$ cat src/rtl/mxv_op_sequencer_pkg.sv
// Shared definitions for the matrix-vector multiply operation sequencer.
package mxv_op_sequencer_pkg;

  localparam int unsigned MAX_N  = 8;
  localparam int unsigned DATA_W = 8;
  localparam int unsigned IDX_W  = 3;
  localparam int unsigned ACC_W  = 2 * DATA_W + IDX_W;

  typedef logic [IDX_W-1:0]  idx_t;
  typedef logic [IDX_W:0]    size_t;
  typedef logic [DATA_W-1:0] elem_t;
  typedef logic [ACC_W-1:0]  acc_t;

  typedef enum logic [2:0] {
    S_IDLE,
    S_LOAD,
    S_ISSUE,
    S_DRAIN,
    S_WRITE,
    S_DONE,
    S_ERR
  } seq_state_t;

  // A dimension is usable when it lies in 1..MAX_N.
  function automatic logic size_ok(input size_t n);
    return (n != '0) && (n <= size_t'(MAX_N));
  endfunction

endpackage

$ cat src/rtl/mxv_op_sequencer_if.sv
// Matrix/vector read port and result buffer write port of the sequencer.
interface mxv_op_sequencer_if;
  import mxv_op_sequencer_pkg::*;

  logic  mat_rd_en;
  idx_t  mat_row;
  idx_t  mat_col;
  elem_t mat_rd_data;
  elem_t vec_data;
  logic  res_we;
  idx_t  res_addr;
  acc_t  res_data;

  modport master (
    output mat_rd_en, mat_row, mat_col, res_we, res_addr, res_data,
    input  mat_rd_data, vec_data
  );

  modport slave (
    input  mat_rd_en, mat_row, mat_col, res_we, res_addr, res_data,
    output mat_rd_data, vec_data
  );

endinterface

$ cat src/rtl/mxv_op_sequencer_mac.sv
// Unsigned multiply-accumulate; clr wins over en.
module mxv_mac
  import mxv_op_sequencer_pkg::*;
(
  input  logic  clk,
  input  logic  rst,
  input  logic  clr,
  input  logic  en,
  input  elem_t a,
  input  elem_t b,
  output acc_t  acc
);

  always_ff @(posedge clk or negedge rst) begin
    if (!rst) begin
      acc <= '0;
    end else if (clr) begin
      acc <= '0;
    end else if (en) begin
      acc <= acc + ACC_W'(a) * ACC_W'(b);
    end
  end

endmodule

$ cat src/rtl/mxv_op_sequencer.sv
// Walks the matrix row by row, accumulates each dot product and writes it to the result buffer.
module mxv_op_sequencer
  import mxv_op_sequencer_pkg::*;
(
  input  logic                       clk,
  input  logic                       rst,
  input  logic                       start,
  input  logic                       clear,
  input  size_t                      mat_size,
  mxv_op_sequencer_if.master         bus,
  output logic                       busy,
  output logic                       op_done,
  output logic                       size_err
);

  seq_state_t state_q, state_d;
  size_t      n_q, n_d;
  idx_t       row_q, row_d;
  logic       start_q;
  logic       valid_q;

  logic       rd_en_q, rd_en_d;
  idx_t       mat_row_q, mat_row_d;
  idx_t       mat_col_q, mat_col_d;
  logic       res_we_q, res_we_d;
  idx_t       res_addr_q, res_addr_d;
  logic       busy_q, busy_d;
  logic       op_done_q, op_done_d;
  logic       size_err_q, size_err_d;

  idx_t       last_idx;
  logic       mac_clr;
  acc_t       acc;

  assign last_idx = idx_t'(n_q - size_t'(1));

  // Accumulator restarts at operation launch, after each row commit and on abort.
  assign mac_clr = clear || (state_q == S_LOAD) || (state_q == S_WRITE);

  mxv_mac u_mac (
    .clk (clk),
    .rst (rst),
    .clr (mac_clr),
    .en  (valid_q),
    .a   (bus.mat_rd_data),
    .b   (bus.vec_data),
    .acc (acc)
  );

  // Next state and next registered outputs.
  always_comb begin
    state_d    = state_q;
    n_d        = n_q;
    row_d      = row_q;
    rd_en_d    = 1'b0;
    mat_row_d  = '0;
    mat_col_d  = '0;
    res_we_d   = 1'b0;
    res_addr_d = '0;
    op_done_d  = 1'b0;
    size_err_d = 1'b0;

    unique case (state_q)
      S_IDLE: begin
        if (start && !start_q) begin
          n_d     = mat_size;
          state_d = S_LOAD;
        end
      end
      S_LOAD: begin
        if (!size_ok(n_q)) begin
          state_d    = S_ERR;
          op_done_d  = 1'b1;
          size_err_d = 1'b1;
        end else begin
          row_d     = '0;
          state_d   = S_ISSUE;
          rd_en_d   = 1'b1;
          mat_row_d = '0;
          mat_col_d = '0;
        end
      end
      S_ISSUE: begin
        // mat_col_q is the column issued this cycle.
        if (mat_col_q == last_idx) begin
          state_d = S_DRAIN;
        end else begin
          rd_en_d   = 1'b1;
          mat_row_d = row_q;
          mat_col_d = mat_col_q + idx_t'(1);
        end
      end
      S_DRAIN: begin
        state_d    = S_WRITE;
        res_we_d   = 1'b1;
        res_addr_d = row_q;
      end
      S_WRITE: begin
        if (row_q == last_idx) begin
          state_d   = S_DONE;
          op_done_d = 1'b1;
        end else begin
          row_d     = row_q + idx_t'(1);
          state_d   = S_ISSUE;
          rd_en_d   = 1'b1;
          mat_row_d = row_q + idx_t'(1);
          mat_col_d = '0;
        end
      end
      S_DONE:  state_d = S_IDLE;
      S_ERR:   state_d = S_IDLE;
      default: state_d = S_IDLE;
    endcase

    if (clear) begin
      state_d    = S_IDLE;
      rd_en_d    = 1'b0;
      mat_row_d  = '0;
      mat_col_d  = '0;
      res_we_d   = 1'b0;
      res_addr_d = '0;
      op_done_d  = 1'b0;
      size_err_d = 1'b0;
    end

    busy_d = (state_d != S_IDLE);
  end

  always_ff @(posedge clk or negedge rst) begin
    if (!rst) begin
      state_q    <= S_IDLE;
      n_q        <= '0;
      row_q      <= '0;
      start_q    <= 1'b0;
      valid_q    <= 1'b0;
      rd_en_q    <= 1'b0;
      mat_row_q  <= '0;
      mat_col_q  <= '0;
      res_we_q   <= 1'b0;
      res_addr_q <= '0;
      busy_q     <= 1'b0;
      op_done_q  <= 1'b0;
      size_err_q <= 1'b0;
    end else begin
      state_q    <= state_d;
      n_q        <= n_d;
      row_q      <= row_d;
      start_q    <= start;
      valid_q    <= clear ? 1'b0 : rd_en_q;
      rd_en_q    <= rd_en_d;
      mat_row_q  <= mat_row_d;
      mat_col_q  <= mat_col_d;
      res_we_q   <= res_we_d;
      res_addr_q <= res_addr_d;
      busy_q     <= busy_d;
      op_done_q  <= op_done_d;
      size_err_q <= size_err_d;
    end
  end

  assign bus.mat_rd_en = rd_en_q;
  assign bus.mat_row   = mat_row_q;
  assign bus.mat_col   = mat_col_q;
  assign bus.res_we    = res_we_q;
  assign bus.res_addr  = res_addr_q;
  assign bus.res_data  = acc;
  assign busy          = busy_q;
  assign op_done       = op_done_q;
  assign size_err      = size_err_q;

endmodule

$ cat src/flat_wrapper.sv
// flat-port wrapper written by rule: the top's interface ports become plain ports
module mxv_op_sequencer_flat import mxv_op_sequencer_pkg::*;
  (clk, rst, start, clear, mat_size, busy, op_done, size_err, bus_mat_rd_en, bus_mat_row, bus_mat_col, bus_res_we, bus_res_addr, bus_res_data, bus_mat_rd_data, bus_vec_data);
  mxv_op_sequencer_if bus_i ();
  input  logic clk;
  input  logic rst;
  input  logic start;
  input  logic clear;
  input  size_t mat_size;
  output logic busy;
  output logic op_done;
  output logic size_err;
  output wire logic [$bits(bus_i.mat_rd_en)-1:0] bus_mat_rd_en;
  output wire logic [$bits(bus_i.mat_row)-1:0] bus_mat_row;
  output wire logic [$bits(bus_i.mat_col)-1:0] bus_mat_col;
  output wire logic [$bits(bus_i.res_we)-1:0] bus_res_we;
  output wire logic [$bits(bus_i.res_addr)-1:0] bus_res_addr;
  output wire logic [$bits(bus_i.res_data)-1:0] bus_res_data;
  input wire logic [$bits(bus_i.mat_rd_data)-1:0] bus_mat_rd_data;
  input wire logic [$bits(bus_i.vec_data)-1:0] bus_vec_data;
  assign bus_mat_rd_en = bus_i.mat_rd_en;
  assign bus_mat_row = bus_i.mat_row;
  assign bus_mat_col = bus_i.mat_col;
  assign bus_res_we = bus_i.res_we;
  assign bus_res_addr = bus_i.res_addr;
  assign bus_res_data = bus_i.res_data;
  assign bus_i.mat_rd_data = bus_mat_rd_data;
  assign bus_i.vec_data = bus_vec_data;
  mxv_op_sequencer u_core (.clk(clk), .rst(rst), .start(start), .clear(clear), .mat_size(mat_size), .bus(bus_i), .busy(busy), .op_done(op_done), .size_err(size_err));
endmodule
$ cat config.mk
export PLATFORM = sky130hd
export DESIGN_NAME = mxv_op_sequencer_flat
export DESIGN_NICKNAME = d
export VERILOG_FILES = /design/src/rtl/mxv_op_sequencer_pkg.sv /design/src/rtl/mxv_op_sequencer_if.sv /design/src/rtl/mxv_op_sequencer_mac.sv /design/src/rtl/mxv_op_sequencer.sv /design/src/flat_wrapper.sv
export SDC_FILE = /design/constraint.sdc
export NUM_CORES = 1
export LEC_CHECK = 0
export CAP_MARGIN = 20
export CORE_ASPECT_RATIO = 0.75
export CORE_MARGIN = 2
export CORE_UTILIZATION = 35
export DETAILED_ROUTE_END_ITERATION = 6
export PLACE_DENSITY_LB_ADDON = 0.1
export SYNTH_ARGS = -nofsm -noshare
export SYNTH_HDL_FRONTEND = slang
export SYNTH_SLANG_ARGS = --single-unit
$ cat constraint.sdc
create_clock -name clk -period 4.36 [get_ports clk]
set_clock_uncertainty 0.2 [all_clocks]
set_input_delay 0.654 -clock clk [delete_from_list [all_inputs] [get_ports clk]]
set_output_delay 0.654 -clock clk [all_outputs]
set_load 0.05 [all_outputs]
==> out/metrics.csv <==
stage;metric;value;unit
status;status;finished, violations left;
status;violations;negative setup slack;
yosys;async_reset_ff_frac;1.00;
clock_tree;clock_latency;0.29;ns
floorplan;start_util;0.359;
clock_tree;cts_hold_buf;0;
final_layout;drive_gt1_frac;0.244;
yosys;avgSynthCellArea;9.28;um^2
global_route;grt_pass1_wl;17900;um
global_route;grt.overflow.total;0;
run;cap_viol_max_count;0;
timing;finalCritPeriodShare;1.00;
drt;viasPerCell;4.68;
floorplan;io_pins;57;
yosys;yosysSeqAreaShare;0.240;
drt;routed_wl;10600;um
yosys;syn_nets;625;
floorplan;core;13100;um^2
timing;setup_viol_count_final;1;
timing;slew_headroom;0.444;
drt;drt_iter0_markers;98;
place;io_buffers;56;
yosys;synth-seq-cells;45;
setup_path;cp_common_cell;fa_1;
yosys;syn_area;4700;um^2
global_route;grt_max_degree;46;
drt;postRouteAntennaNets;0;
final_layout;final_nets;730;
drt;post_drt_wl_per_cell;13.6;um
timing;finalMaxSlewViolations;0;
timing;fin_ws;-0.0171;ns
setup_path;path_cells;buf_12 > buf_6 > and2_4 > fa_2 > fa_1 > fa_1 > inv_1 > fa_1 > inv_2 > ha_4 > a21o_1 > a31o_4 > o211ai_4 > a21oi_2 > or3_1 > o311ai_2;
setup_path;cp_data_arrival_time;4.36;ns
final_layout;fin_area;6370;um^2
clock_tree;clkTransAtPathRegs;0.07;ns
timing;rsz0062_at_grt;yes;
final_layout;n_fill_cell;1246;
pwr;p_leak;3.03;nW
pwr;powerDensity;488;nW/um^2
setup_path;critical_path.max_stage_delay;0.50;ns
min_path;hold_path.class;primary input to asynchronous set/reset pin;
floorplan;fp.dieW;138;um
yosys;yosysWarnings;0;
yosys;synth_cell_types;50;
global_route;grt.total_usage;0.155;
place;place_area;5850;um^2
clock_tree;cts_tree;built;
setup_path;critical_path_required;4.34;ns
clock_tree;cts.sinks;45;
floorplan;rows;36;
global_route;grt_antenna_before_repair;0;
clock_tree;htree_levels;2;
timing;worst_pin_slew;0.834;ns
setup_path;critPathLaunchType;primary input;
clock_tree;clockRootBuffer;clkbuf_16;
drt;route.detailed.drc;0;
timing;min_period;4.38;ns
final_layout;area_growth;35.8;%
setup_path;critPathSlowestCell;fa_1;
global_route;grt_pass1_vias;3656;
drt;via_count;3662;
yosys;ys.flop_type;dfrtp_1;
timing;fin_setup_tns;-0.0171;ns
pwr;vdd_drop_max;0.000294;V
setup_path;crit_type;primary input to register;
drt;dr.pass1.iters;4;
yosys;synth_cells;506;
clock_tree;cts_buffers;5;
floorplan;die_y;104;um
place;hpwl;8800;um
yosys;synth_edf_count;0;
place;place.gp.congestion;0.831;
setup_path;cp_max_fo;6;
clock_tree;cts_buffer_depth;2;
final_layout;antenna_cells;0;
timing;hold_viol_final;0;
timing;clock.fmax;228;MHz
floorplan;dieArea;14400;um^2
setup_path;cp-end-kind;register;
## path summary, 6_finish.rpt
path	slack [ns]	from	cells after the start	end
setup / recovery	-0.02	bus_mat_rd_data[4]	16	u_core.u_mac.acc[14]
hold / removal	0.03	rst	1	u_core.u_mac.acc[11]
setup reg to reg	0.05	u_core.u_mac.acc[6]	15	u_core.u_mac.acc[14]
hold reg to reg	0.31	u_core.n_q[1]	1	u_core.n_q[1]
max in group asynchronous	3.46	rst	2	u_core.u_mac.acc[5]
min in group clk	0.31	u_core.n_q[1]	1	u_core.n_q[1]
## synth_stat cells (all sizes together), types with 6 or more instances
cell    count  area share
mux2        6       0.014
a21oi      22       0.024
nor2       29       0.024
fa         50        0.21
nand2b      7      0.0093
mux2i      14       0.030
nor3        9       0.011
o21ai       7      0.0083
and2       39       0.052
xor2        8       0.015
inv       104       0.083
clkbuf      6      0.0048
nand2      43       0.034
dfrtp      45        0.24
nand3       6      0.0064
ha         45        0.12
xnor2      11       0.021
## state kept, by name, summed over array words and instances, names as in the netlist
signal / flops
u_core.u_mac.acc: 19
u_core.n_q: 4
u_core.bus.mat_col: 3
u_core.bus.mat_row: 3
u_core.bus.res_addr: 3
u_core.row_q: 3
u_core.state_q: 3
u_core.bus.mat_rd_en: 1
u_core.bus.res_we: 1
u_core.busy: 1
u_core.op_done: 1
u_core.size_err: 1
u_core.start_q: 1
u_core.valid_q: 1
## power by group
part	switching, mW	total (mW)	internal, mW
sequential	0.0728	0.547	0.474
clock	0.160	0.385	0.225
combinational	1.11	2.18	1.07
## routing by layer
metal / GRT usage / part of all wire / up-vias
met5: 0 / 0 / -
met4: 0.0175 / 0.0040 / 0
met3: 0.0322 / 0.033 / 5
met2: 0.229 / 0.43 / 49
met1: 0.240 / 0.53 / 1792
li1: - / - / 1816
## per-stage QoR
step | setup slack, ns | utilization | total power [mW] | instances | hold WS (ns)
floorplan | -0.0885 | - | 1.83 | 506 | 0.158
global placement | -0.963 | 0.448 | 2.42 | 766 | 0.294
detailed placement | -1.02 | 0.448 | 2.43 | 766 | 0.297
CTS | -0.108 | 0.469 | 2.93 | 776 | 0.311
global route | -0.133 | 0.488 | 3.38 | 782 | 0.0365
finish | -0.0171 | 0.488 | 3.11 | 782 | 0.0284
## layout make-up
type                       instances  area (um^2)  share of cell area
inverter                         104          390              0.0612
sequential                        45         1130               0.177
multi-input combinational        347         3440               0.540
clock buffer                       6          139              0.0218
tap                              171          214              0.0336
clock inverter                     1         7.51             0.00118
timing repair buffer             108         1060               0.166
## cell usage in the layout (no fill, tap or decap), types with 6 or more instances in the layout
cell type        netlist  layout
inv_1                104      97
nor2_1                28      27
xor2_1                 8       8
ha_1                  45      36
buf_12                 0       6
ha_4                   0       8
nand2b_1               7       7
clkdlybuf4s50_1        0      39
fa_1                  50      44
mux2i_1               14      14
and2_4                 0       8
buf_6                  0      10
xnor2_1               11      11
nor3_1                 8       6
and2_1                39      31
nand2_2                0       9
a21oi_1               21      16
inv_2                  0       7
dfrtp_1               45      45
buf_4                  0      47
mux2_2                 6       6
fa_2                   0       6
nand2_1               43      31
## worst max-delay path: cells and delay by family
family,cells,cell delay [ns]
compound gates,5,0.84
fa+ha+maj,5,2.04
buf+inv,4,0.31
simple gates,2,0.49
## logic make-up (layout without fill, tap and decap cells)
family / after synthesis / after routing / synth area share
AOI/OAI and AO/OA: 55 / 55 / 0.0826
adders and majority gates: 95 / 95 / 0.333
and+or+nand+nor: 158 / 158 / 0.173
buffers and inverters: 114 / 219 / 0.0922
xor gates and xnor gates: 19 / 19 / 0.0354
muxes: 20 / 20 / 0.0442
DFF: 45 / 45 / 0.240
## what timing repair did
| item | in CTS | in global routing |
|---|---|---|
| buffers inserted | 3 | 5 |
| gates cloned | 0 | 0 |
| setup endpoints to repair | 13 | 11 |
| pin swaps | 26 | 40 |
| gates resized for setup | 127 | 48 |
Note: power is estimated with default switching activity, not from simulation.
